$ cat src/rtl/resonator_dds_cmix_round.sv
// Two-stage complex-mix combine/round: re=ac-bd, im=ad+bc, then round, shift and reduce to 16 bits.
// Define RESONATOR_DDS_SAT_EN to saturate out-of-range results; otherwise they wrap.
module resonator_dds_cmix_round #(
  parameter int SHIFT = 16,
  parameter int ID    = 1
) (
  input  logic        clk,
  input  logic        reset,
  input  logic        din_valid,
  output logic        din_ready,
  input  logic [32:0] p_ac,
  input  logic [32:0] p_bd,
  input  logic [32:0] p_ad,
  input  logic [32:0] p_bc,
  output logic        dout_valid,
  input  logic        dout_ready,
  output logic [15:0] dout_re,
  output logic [15:0] dout_im,
  output logic        ovf,
  input  logic        ovf_clr
);

  localparam int unused_id = ID;
  localparam logic signed [34:0] RND = 35'sd1 <<< (SHIFT - 1);

  logic               s1_valid;
  logic signed [33:0] re34;
  logic signed [33:0] im34;
  logic               s2_load;
  logic [16:0]        rr;
  logic [16:0]        ri;

  // One extra bit of headroom so adding the rounding constant never wraps.
  function automatic logic [16:0] reduce(input logic [33:0] x);
    logic signed [34:0] t;
    logic               hi;
    logic               lo;
    logic [15:0]        v;
    t  = ($signed({x[33], x}) + RND) >>> SHIFT;
    hi = t > 35'sd32767;
    lo = t < -35'sd32768;
`ifdef RESONATOR_DDS_SAT_EN
    v = hi ? 16'h7fff : (lo ? 16'h8000 : t[15:0]);
`else
    v = t[15:0];
`endif
    return {hi | lo, v};
  endfunction

  assign s2_load   = !dout_valid || dout_ready;
  assign din_ready = !s1_valid || s2_load;

  always_comb begin
    rr = reduce(re34);
    ri = reduce(im34);
  end

  always_ff @(posedge clk) begin
    if (reset) begin
      s1_valid <= 1'b0;
      re34     <= '0;
      im34     <= '0;
    end else if (din_ready) begin
      s1_valid <= din_valid;
      if (din_valid) begin
        re34 <= $signed({p_ac[32], p_ac}) - $signed({p_bd[32], p_bd});
        im34 <= $signed({p_ad[32], p_ad}) + $signed({p_bc[32], p_bc});
      end
    end
  end

  always_ff @(posedge clk) begin
    if (reset) begin
      dout_valid <= 1'b0;
      dout_re    <= '0;
      dout_im    <= '0;
      ovf        <= 1'b0;
    end else begin
      if (s2_load) begin
        dout_valid <= s1_valid;
        if (s1_valid) begin
          dout_re <= rr[15:0];
          dout_im <= ri[15:0];
        end
      end
      // A fresh overflow beats a simultaneous clear.
      if (s2_load && s1_valid && (rr[16] || ri[16]))
        ovf <= 1'b1;
      else if (ovf_clr)
        ovf <= 1'b0;
    end
  end

endmodule

$ cat config.mk
export PLATFORM = sky130hd
export DESIGN_NAME = resonator_dds_cmix_round
export DESIGN_NICKNAME = d
export VERILOG_FILES = /design/src/rtl/resonator_dds_cmix_round.sv
export SDC_FILE = /design/constraint.sdc
export NUM_CORES = 1
export LEC_CHECK = 0
export BUFFER_PORTS_ARGS = -buffer_cell sky130_fd_sc_hd__buf_2
export CAP_MARGIN = 20
export CORE_ASPECT_RATIO = 1.75
export CORE_MARGIN = 2
export CORE_UTILIZATION = 40
export CTS_BUF_LIST = sky130_fd_sc_hd__clkbuf_2 sky130_fd_sc_hd__clkbuf_4 sky130_fd_sc_hd__clkbuf_8
export CTS_CLUSTER_SIZE = 8
export DETAILED_ROUTE_END_ITERATION = 10
export GPL_TIMING_DRIVEN = 0
export PLACE_DENSITY = 0.67
export SYNTH_ARGS = -nofsm -noshare
export SYNTH_HDL_FRONTEND = slang
export SYNTH_SLANG_ARGS = --single-unit
$ cat constraint.sdc
create_clock -name clk -period 3.1 [get_ports clk]
set_input_delay 0.62 -clock clk [delete_from_list [all_inputs] [get_ports clk]]
set_output_delay 0.62 -clock clk [all_outputs]
set_load 0.01 [all_outputs]
==> flow_summary.yaml, run 1 <==
worst_setup_path:
  crit_arrival_ps: 3160
  slowest_delay_ps: 480
  r2r_end: "ovf$_SDFFE_PP0P_"
  slowest_stage: "or4b_1"
  startpoint: "p_ac[13]"
  r2r_start: "re34[17]$_SDFFE_PP0P_"
  cp-endpoint: "re34[33]$_SDFFE_PP0P_"
  critPathRequiredTime_ps: 3380
  crit_buf_inv: 1
  worstSetupPathType: "input pin to register"
  crit_path_max_fanout: 4
  end_kind: "register"
  r2r_cells: 8
  cp_num_cells: 11
  rrSetupSlack_ps: 630
  path_cells: "buf_2, ha_1, a211oi_1, o21ai_1, a221o_1, a211oi_4, o21ai_2, a21oi_4, o22ai_2, or4b_1, a31oi_1"
  startpoint_type: "input pin"
  crit_family: "compound AO/OA/AOI/OAI gates"
logic_synthesis:
  yosys.area.top_type_share_pct: 25.76
  synth-edff-count: 0
  syn-instance-count: 729
  yosys.area.top_type: "dfxtp_1"
  async_flop_share_pct: 0
  synth.net_count: 932
  avgSynthCellArea_sq_um: 7.782
  synthTopCellsByCount: "79 x nand2_1, 73 x dfxtp_1, 69 x a21oi_1"
  synth_seq_area_share_pct: 25.76
  synthTopCellsByArea: "dfxtp_1 26%, ha_1 15%, a21oi_1 6.1%"
  synthDistinctLibCells: 64
  ys_warn_count: 0
  yosysMostFrequentCell: "nand2_1"
  synth_area_sq_mm: 0.005673
  ys.flop_type: "dfxtp_1"
  ys_ff_latch: 73
die:
  core_sq_mm: 0.01391
  dieArea_sq_mm: 0.01519
  num_rows: 57
  die_y_um: 161.5
  num_io_pins: 172
  dieWidth_um: 94.03
  start_util_pct: 40.79
grt:
  grt_pass1_wl_um: 24760
  antenna_found_initial: 1
  grt_start_max_net_pins: 12
  grt_pass1_vias: 5582
  grt-ovfl-total: 0
  grt_util_all_layers_pct: 19.89
cells_and_area:
  drive_above_1_share_pct: 21.86
  area_delta_synth_final_pct: 22.94
  nets: 1113
  fillers: 1453
  utilization_pct: 50.15
drt:
  viasPerCell: 5.263
  dr.pass1.iters: 4
  wl_per_cell_um: 13.81
  antenna_left: 0
  drtIter0Drc: 267
  drc: 0
  vias: 5752
  routed_wl_um: 15100
timing:
  slew_headroom_pct: 59.37
  worst_pin_slew_ps: 604.8
  holdWs_ps: 479.5
  timing.final.max_slew_violations: 0
  fmax_mhz: 347.1
  fin_ws_ps: 218.9
  period_minus_slack_ps: 2881
  period_share_pct: 92.94
  fin_skew_ps: 6.838
  rsz0062_at_grt: "false"
  setup_viol: 0
  hold_violations: 0
placement:
  post-dp-hpwl_um: 13000
  place.gp.congestion: 0.8716
  place_ws_ps: -370.5
  numPortBuffers: 170
pwr:
  p_per_area_mw_per_mm2: 390.1
  power.leakage_nw: 3.224
  total_power_mw: 2.721
  ir_worst_vdd_mv: 0.1716
status:
  outcome: "finished clean"
clock_network:
  cts_tree: "built"
  clk_pin_slew_ps: 80
  clock_latency_ps: 350
  clock-sinks: 73
  htreeDepth: 3
  ctsLongestPathBuffers: 2
  root_buffer: "clkbuf_8"
  numCtsBuffers: 9
run:
  drv_cap: 0
hold_path:
  holdCritPathClass: "register to register"
  hold_path_depth: 2
  hp-start: "re34[28]$_SDFFE_PP0P_"
worst register-to-register path, cell delays in order, from the launching register on:
cell and delay (ps):
dfxtp_1 440, nand3_1 120, nor3_1 460, nand3_1 240, o31ai_1 290, o21ai_0 110
o21ai_0 290, o211ai_1 150, a31o_2 260
kinds of logic after synthesis:
logic type,share of synthesized area [%]
xor+xnor,8.028
compound gates,25.81
mux,0.5294
fa+ha+maj,14.56
buf+inv,4.830
simple gates,20.49
flops,25.76
power breakdown:
| part | leakage [nW] | switching (mW) | internal [mW] |
|---|---|---|---|
| clock | 0.112 | 0.335 | 0.421 |
| sequential | 0.602 | 0.0754 | 1.02 |
| combinational | 2.51 | 0.474 | 0.393 |
| total | 3.22 | 0.884 | 1.84 |
through the flow:
stage	area, sq um	TNS (ps)	instances
2_1_floorplan	5673	0	729
5_1_grt	6974	0	1093
6_report	6974	0	1093
4_1_cts	6960	0	1092
3_5_place_dp	6745	-1457	1076
3_3_place_gp	6745	-1234	1076
area by class of cell:
class,instances,area [sq um],share of cell area (%)
clock buffer,15,206.4,2.960
multi-input combinational,583,3953,56.67
buffer,25,93.84,1.346
antenna,1,2.502,0.03588
clock inverter,1,5.005,0.07176
timing repair buffer,170,850.8,12.20
inverter,48,180.2,2.583
sequential,73,1461,20.95
tap,177,221.5,3.175
routing by layer:
metal	vias up	global-route usage, %	share of wire [%]
met5	-	0	0
met4	0	5.863	1.5
met3	15	3.591	6.2
met2	162	38.80	54
met1	2564	20.95	38
li1	3011	-	-
registers in the layout, indices dropped and copies added, names as in the netlist:
name / count
im34: 19
re34: 19
dout_im: 16
dout_re: 16
dout_valid: 1
ovf: 1
s1_valid: 1
placed cells by master (no fill, tap or decap), drive strengths merged, types with 3 or more instances in the layout:
master,count
buf,172
nand2,79
dfxtp,73
a21oi,70
ha,66
nor2,64
inv,48
nand3,38
clkbuf,38
a211oi,37
xor2,29
o21ai,29
xnor2,23
a21o,21
and3,10
nand4,9
nor3,9
a31oi,8
or3,7
o211ai,7
o31ai,6
nor2b,4
nand2b,4
o21a,4
or2,4
o311ai,4
mux2i,3
and2,3
o211a,3
or4,3
nor4b,3
o22ai,3
a2111oi,3
what timing repair did:
| item | CTS | global route |
|---|---|---|
| pin swaps | 0 | 4 |
| hold buffers | 0 | 0 |
| cloned | 0 | 0 |
| setup buffers | 0 | 0 |
| gates resized for setup | 1 | 2 |
| setup endpoints to repair | 1 | 4 |
how the worst min path moves through the flow:
stage                                  endpoint
after floorplan           re34[28]$_SDFFE_PP0P_
after global placement    re34[28]$_SDFFE_PP0P_
after detailed placement  re34[28]$_SDFFE_PP0P_
after CTS                 re34[28]$_SDFFE_PP0P_
after global routing      im34[19]$_SDFFE_PP0P_
final                     re34[28]$_SDFFE_PP0P_
(Power assumes the default switching activity.)
==> run 2, diff against run 1 <==
CORE_UTILIZATION = 49   (was 40)
PLACE_DENSITY = 0.8   (was 0.67)
==> run 2 against run 1 <==
  * Cell count decreased by 3.8%
  * Wire length is 3.1% lower
  * Critical endpoint unchanged
  * Die area down 18%
  * Hold slack improved by 7.2 ps
  * Sequential share of layout area is 0.19 points higher
  * Highest routed layer unchanged
  * Clock skew fell by 1.0 ps
==> flow_summary.yaml, run 2 (synthesis gave the netlist of run 1 again) <==
timing:
  hold_violations: 0
  fmax_mhz: 343.3
  fin_setup_tns_ps: 0
  period_share_pct: 93.97
  timing.final.max_slew_violations: 0
  fin_skew_ps: 5.838
  holdWs_ps: 486.7
  period_minus_slack_ps: 2913
  worst_pin_slew_ps: 605.8
  slew_headroom_pct: 59.61
  setup_viol: 0
die:
  dieArea_sq_mm: 0.01249
  num_io_pins: 172
  num_rows: 52
  die_y_um: 146.3
  core_sq_mm: 0.01145
  start_util_pct: 49.54
  dieWidth_um: 85.34
grt:
  grt_pass1_vias: 5683
  grt_start_max_net_pins: 12
  antenna_found_initial: 0
  grt-ovfl-total: 0
  grt_util_all_layers_pct: 23.82
  grt_pass1_wl_um: 24580
worst_setup_path:
  startpoint: "p_bd[9]"
  startpoint_type: "input pin"
  r2r_cells: 8
  r2r_start: "re34[20]$_SDFFE_PP0P_"
  crit_arrival_ps: 3200
  critPathRequiredTime_ps: 3380
  r2r_end: "ovf$_SDFFE_PP0P_"
  rrSetupSlack_ps: 520
  worstSetupPathType: "input pin to register"
  crit_path_max_fanout: 4
  end_kind: "register"
drt:
  drc: 0
  antenna_left: 0
  vias: 5843
  dr.pass1.iters: 4
  viasPerCell: 5.559
  wl_per_cell_um: 13.92
  routed_wl_um: 14640
  drtIter0Drc: 257
pwr:
  ir_worst_vdd_mv: 0.3267
  power.leakage_nw: 3.223
  p_per_area_mw_per_mm2: 386.6
cells_and_area:
  drive_above_1_share_pct: 21.94
  layout_commonest_cell: "buf_2"
  top_regs: "im34: 19 flops, re34: 19 flops"
  fillers: 1114
  n_antenna_cell: 0
  postLayoutCellArea_sq_mm: 0.006913
  utilization_pct: 60.37
  final_cell_mix: "170 x buf_2, 79 x nand2_1, 73 x dfxtp_1"
  seqCellArea_sq_mm: 0.001461
  area_delta_synth_final_pct: 21.86
  nets: 1114
  multiInputGateArea_sq_mm: 0.003954
status:
  outcome: "finished clean"
hold_path:
  hold_path_depth: 2
  holdCritPathClass: "register to register"
  hold_end: "re34[28]$_SDFFE_PP0P_"
  hp-start: "re34[28]$_SDFFE_PP0P_"
clock_network:
  cts-hold-fix-buffers: 0
  cts_tree: "built"
  numCtsBuffers: 9
  root_buffer: "clkbuf_8"
  clk_pin_slew_ps: 70
  htreeDepth: 3
  clock-sinks: 73
  clock_latency_ps: 350
  ctsLongestPathBuffers: 2
placement:
  place.gp.congestion: 0.8514
  numPortBuffers: 170
  placed_area_sq_mm: 0.006693
  post-dp-hpwl_um: 12370
run:
  drv_cap: 0
## run 2: final cells by class
cell class | instances | share of cell area [%]
clock buffers | 14 | 2.697
well taps | 135 | 2.443
multi-input cells | 583 | 57.19
flip-flops and latches | 73 | 21.14
plain buffers | 25 | 1.357
inverters | 48 | 2.606
clock inverters | 2 | 0.1448
repair buffers | 171 | 12.42
## run 2: worst max-delay path, stage by stage
cell,delay (ps)
buf_2,70
inv_1,40
ha_1,300
a211oi_1,280
o21ai_1,100
a221o_1,350
a211oi_4,300
o21ai_2,150
a21oi_4,220
o22ai_2,130
or4b_1,480
a31oi_1,150
## run 2: metrics by stage
step	power, mW	instances	worst slack [ps]
finish	2.673	1051	186.8
global placement	1.958	1034	-399.7
global route	2.843	1051	-3.171
detailed placement	1.975	1034	-378.1
floorplan	1.705	729	135.0
CTS	2.682	1050	76.49
## run 2: worst max-delay path by stage
stage | endpoint | depth (start not counted) | slack, ps
after CTS | im34[27]$_SDFFE_PP0P_ | 11 | 80
after global routing | im34[27]$_SDFFE_PP0P_ | 11 | -3
after floorplan | re34[33]$_SDFFE_PP0P_ | 11 | 140
final | re34[33]$_SDFFE_PP0P_ | 12 | 190
after detailed placement | im34[27]$_SDFFE_PP0P_ | 11 | -380
after global placement | im34[27]$_SDFFE_PP0P_ | 11 | -400
## run 2: what timing repair did
item | in CTS | in global routing
hold endpoints to repair | 0 | 0
setup endpoints to repair | 1 | 3
pin swaps | 0 | 1
gates resized for setup | 1 | 2
setup buffers | 0 | 1
## run 2: per-layer routing
metal  track usage [%]  vias to the layer above  share of wire [%]
met5                 0                        -                  0
li1                  -                     3014                  -
met1             24.82                     2647                 38
met4             9.206                        0                2.7
met2             44.80                      157                 54
met3             5.483                       25                5.4
## run 2: where the power goes
part,total [mW],switching [mW],internal (mW)
clock network,0.706,0.321,0.384
registers,1.10,0.0756,1.02
logic,0.869,0.475,0.394
total,2.67,0.872,1.80
==> run 3, diff against run 2 <==
CORE_UTILIZATION = 58   (was 49)
PLACE_DENSITY = 0.89   (was 0.8)
clock period = 3.5 ns   (was 3.1 ns; I/O delays follow)
==> run 3 against run 2 <==
  * Flip-flop and latch count stayed put
  * Non-clock buffer count shrank 1
  * Hold slack got worse by 9.5 ps
  * First-iteration DRC count is 2.7% lower
  * Count of clock-buffer cells in the layout unchanged
  * Die area fell by 15%
  * Largest cell class unchanged
==> flow_summary.yaml, run 3 (synthesis gave the netlist of run 1 again) <==
cells_and_area:
  drive_above_1_share_pct: 21.36
  area_delta_synth_final_pct: 20.75
  top_regs: "im34: 19 flops, re34: 19 flops"
  final_cell_mix: "170 x buf_2, 79 x nand2_1, 73 x dfxtp_1"
  n_antenna_cell: 0
  nets: 1113
  layout_commonest_cell: "buf_2"
  postLayoutCellArea_sq_mm: 0.006850
timing:
  slew_headroom_pct: 60.12
  timing.final.max_slew_violations: 0
  holdWs_ps: 477.2
  period_share_pct: 90.37
  rsz0062_at_grt: "false"
  hold_violations: 0
  setup_viol: 0
  fmax_mhz: 316.2
  fin_skew_ps: 5.211
  worst_pin_slew_ps: 593.6
  period_minus_slack_ps: 3163
grt:
  grt_util_all_layers_pct: 27.97
  grt_pass1_vias: 5755
  grt_pass1_wl_um: 24160
  antenna_found_initial: 0
  grt_start_max_net_pins: 11
  grt-ovfl-total: 0
pwr:
  power_switching_uw: 767.9
  sequentialPowerShare_pct: 41.7
  p_comb_share_pct: 33.0
  total_power_mw: 2.333
  intPower_mw: 1.565
  ir_worst_vdd_mv: 0.2448
  p_per_area_mw_per_mm2: 340.5
  clkPwrFrac_pct: 25.3
  switching_share_pct: 32.92
  power.leakage_nw: 3.203
drt:
  drc: 0
  viasPerCell: 5.735
  antenna_left: 0
  dr.pass1.iters: 6
  routed_wl_um: 14720
  vias: 5936
  wl_per_cell_um: 14.22
  drtIter0Drc: 250
die:
  core_sq_mm: 0.009468
  num_rows: 47
  dieWidth_um: 78.76
  die_y_um: 134.8
  num_io_pins: 172
  dieArea_sq_mm: 0.01062
  start_util_pct: 59.92
worst_setup_path:
  crit_arrival_ps: 3410
  path_cells: "buf_2, ha_1, a21oi_1, o21ai_1, a2111oi_2, o211ai_1, a41oi_1, o21ai_1, a21oi_1, o221ai_1, a22o_1"
  startpoint_type: "input pin"
  r2r_cells: 8
  critPathRequiredTime_ps: 3740
  end_kind: "register"
  r2r_start: "re34[17]$_SDFFE_PP0P_"
  crit_path_max_fanout: 6
  rrSetupSlack_ps: 990
  r2r_end: "ovf$_SDFFE_PP0P_"
  slowest_stage: "a2111oi_2"
  slowest_delay_ps: 440
  worstSetupPathType: "input pin to register"
clock_network:
  numCtsBuffers: 9
  htreeDepth: 3
  clock_latency_ps: 350
  root_buffer: "clkbuf_8"
  clk_pin_slew_ps: 70
  clock-sinks: 73
  cts_setup_buffers: 0
  cts-hold-fix-buffers: 0
  postCtsResizedCells: 0
  cts_tree: "built"
  ctsLongestPathBuffers: 2
placement:
  numPortBuffers: 170
  post-dp-hpwl_um: 12450
  placed_area_sq_mm: 0.006676
  place.gp.congestion: 0.9205
hold_path:
  hp-start: "re34[28]$_SDFFE_PP0P_"
  holdCritPathClass: "register to register"
  hold_path_depth: 2
  hold_end: "re34[28]$_SDFFE_PP0P_"
status:
  outcome: "finished clean"
run:
  drv_cap: 0
-- run 3: changes by cell type in the layout (fill, tap and decap cells not counted) --
| cell | previous run | this run |
|---|---|---|
| a41oi_1 | 0 | 1 |
| clkinv_2 | 2 | 0 |
| a21oi_1 | 68 | 69 |
| clkbuf_8 | 13 | 11 |
| a211oi_2 | 1 | 0 |
| clkbuf_4 | 1 | 3 |
| a211oi_1 | 35 | 36 |
| a41oi_2 | 1 | 0 |
| a21oi_2 | 1 | 0 |
| buf_4 | 1 | 0 |
-- run 3: layout make-up --
class | count | area, sq um
Multi-Input combinational cell | 583 | 3938
Fill cell | 793 | 2618
Sequential cell | 73 | 1461
Timing Repair Buffer | 170 | 850.8
Inverter | 48 | 180.2
Clock buffer | 14 | 173.9
Tap cell | 122 | 152.6
Buffer | 25 | 93.84
-- run 3: metal layers --
layer	GRT usage (%)	share of wire, %
met5	0	0
met4	12.28	3.0
met3	3.810	5.2
met2	54.51	55
met1	28.79	37
-- run 3: how the worst max path moves through the flow --
stage	cells after the start	slack, ps	startpoint	endpoint
final	11	340	p_ad[17]	im34[27]$_SDFFE_PP0P_
after global routing	11	90	p_ad[17]	im34[27]$_SDFFE_PP0P_
after CTS	11	360	p_ad[17]	im34[27]$_SDFFE_PP0P_
after detailed placement	11	7	p_ad[17]	im34[27]$_SDFFE_PP0P_
after global placement	11	-10	p_ad[17]	im34[27]$_SDFFE_PP0P_
after floorplan	11	460	p_bd[13]	re34[33]$_SDFFE_PP0P_
-- run 3: power groups by stage --
stage	logic [mW]	clock network (mW)	registers, mW
detailed placement	0.761	0	0.990
CTS	0.767	0.593	0.972
global route	0.861	0.619	0.984
global placement	0.743	0	0.987
floorplan	0.520	0	0.990
finish	0.769	0.590	0.973
-- run 3: metrics by stage --
step / setup TNS (ps) / setup slack [ps] / util [%] / cells
5_1_grt: 0 / 93.88 / 72.35 / 1035
4_1_cts: 0 / 361.9 / 72.35 / 1035
6_report: 0 / 337.0 / 72.35 / 1035
3_3_place_gp: -9.676 / -9.676 / 70.52 / 1021
2_1_floorplan: 0 / 455.0 / - / 729
3_5_place_dp: 0 / 7.488 / 70.52 / 1021
-- run 3: worst max-delay path, delay by kind of cell --
kind                     cells  cell delay [ps]
AO/OA/AOI/OAI                9             2220
adder cells (fa/ha/maj)      1              370
buffers and inverters        1              100
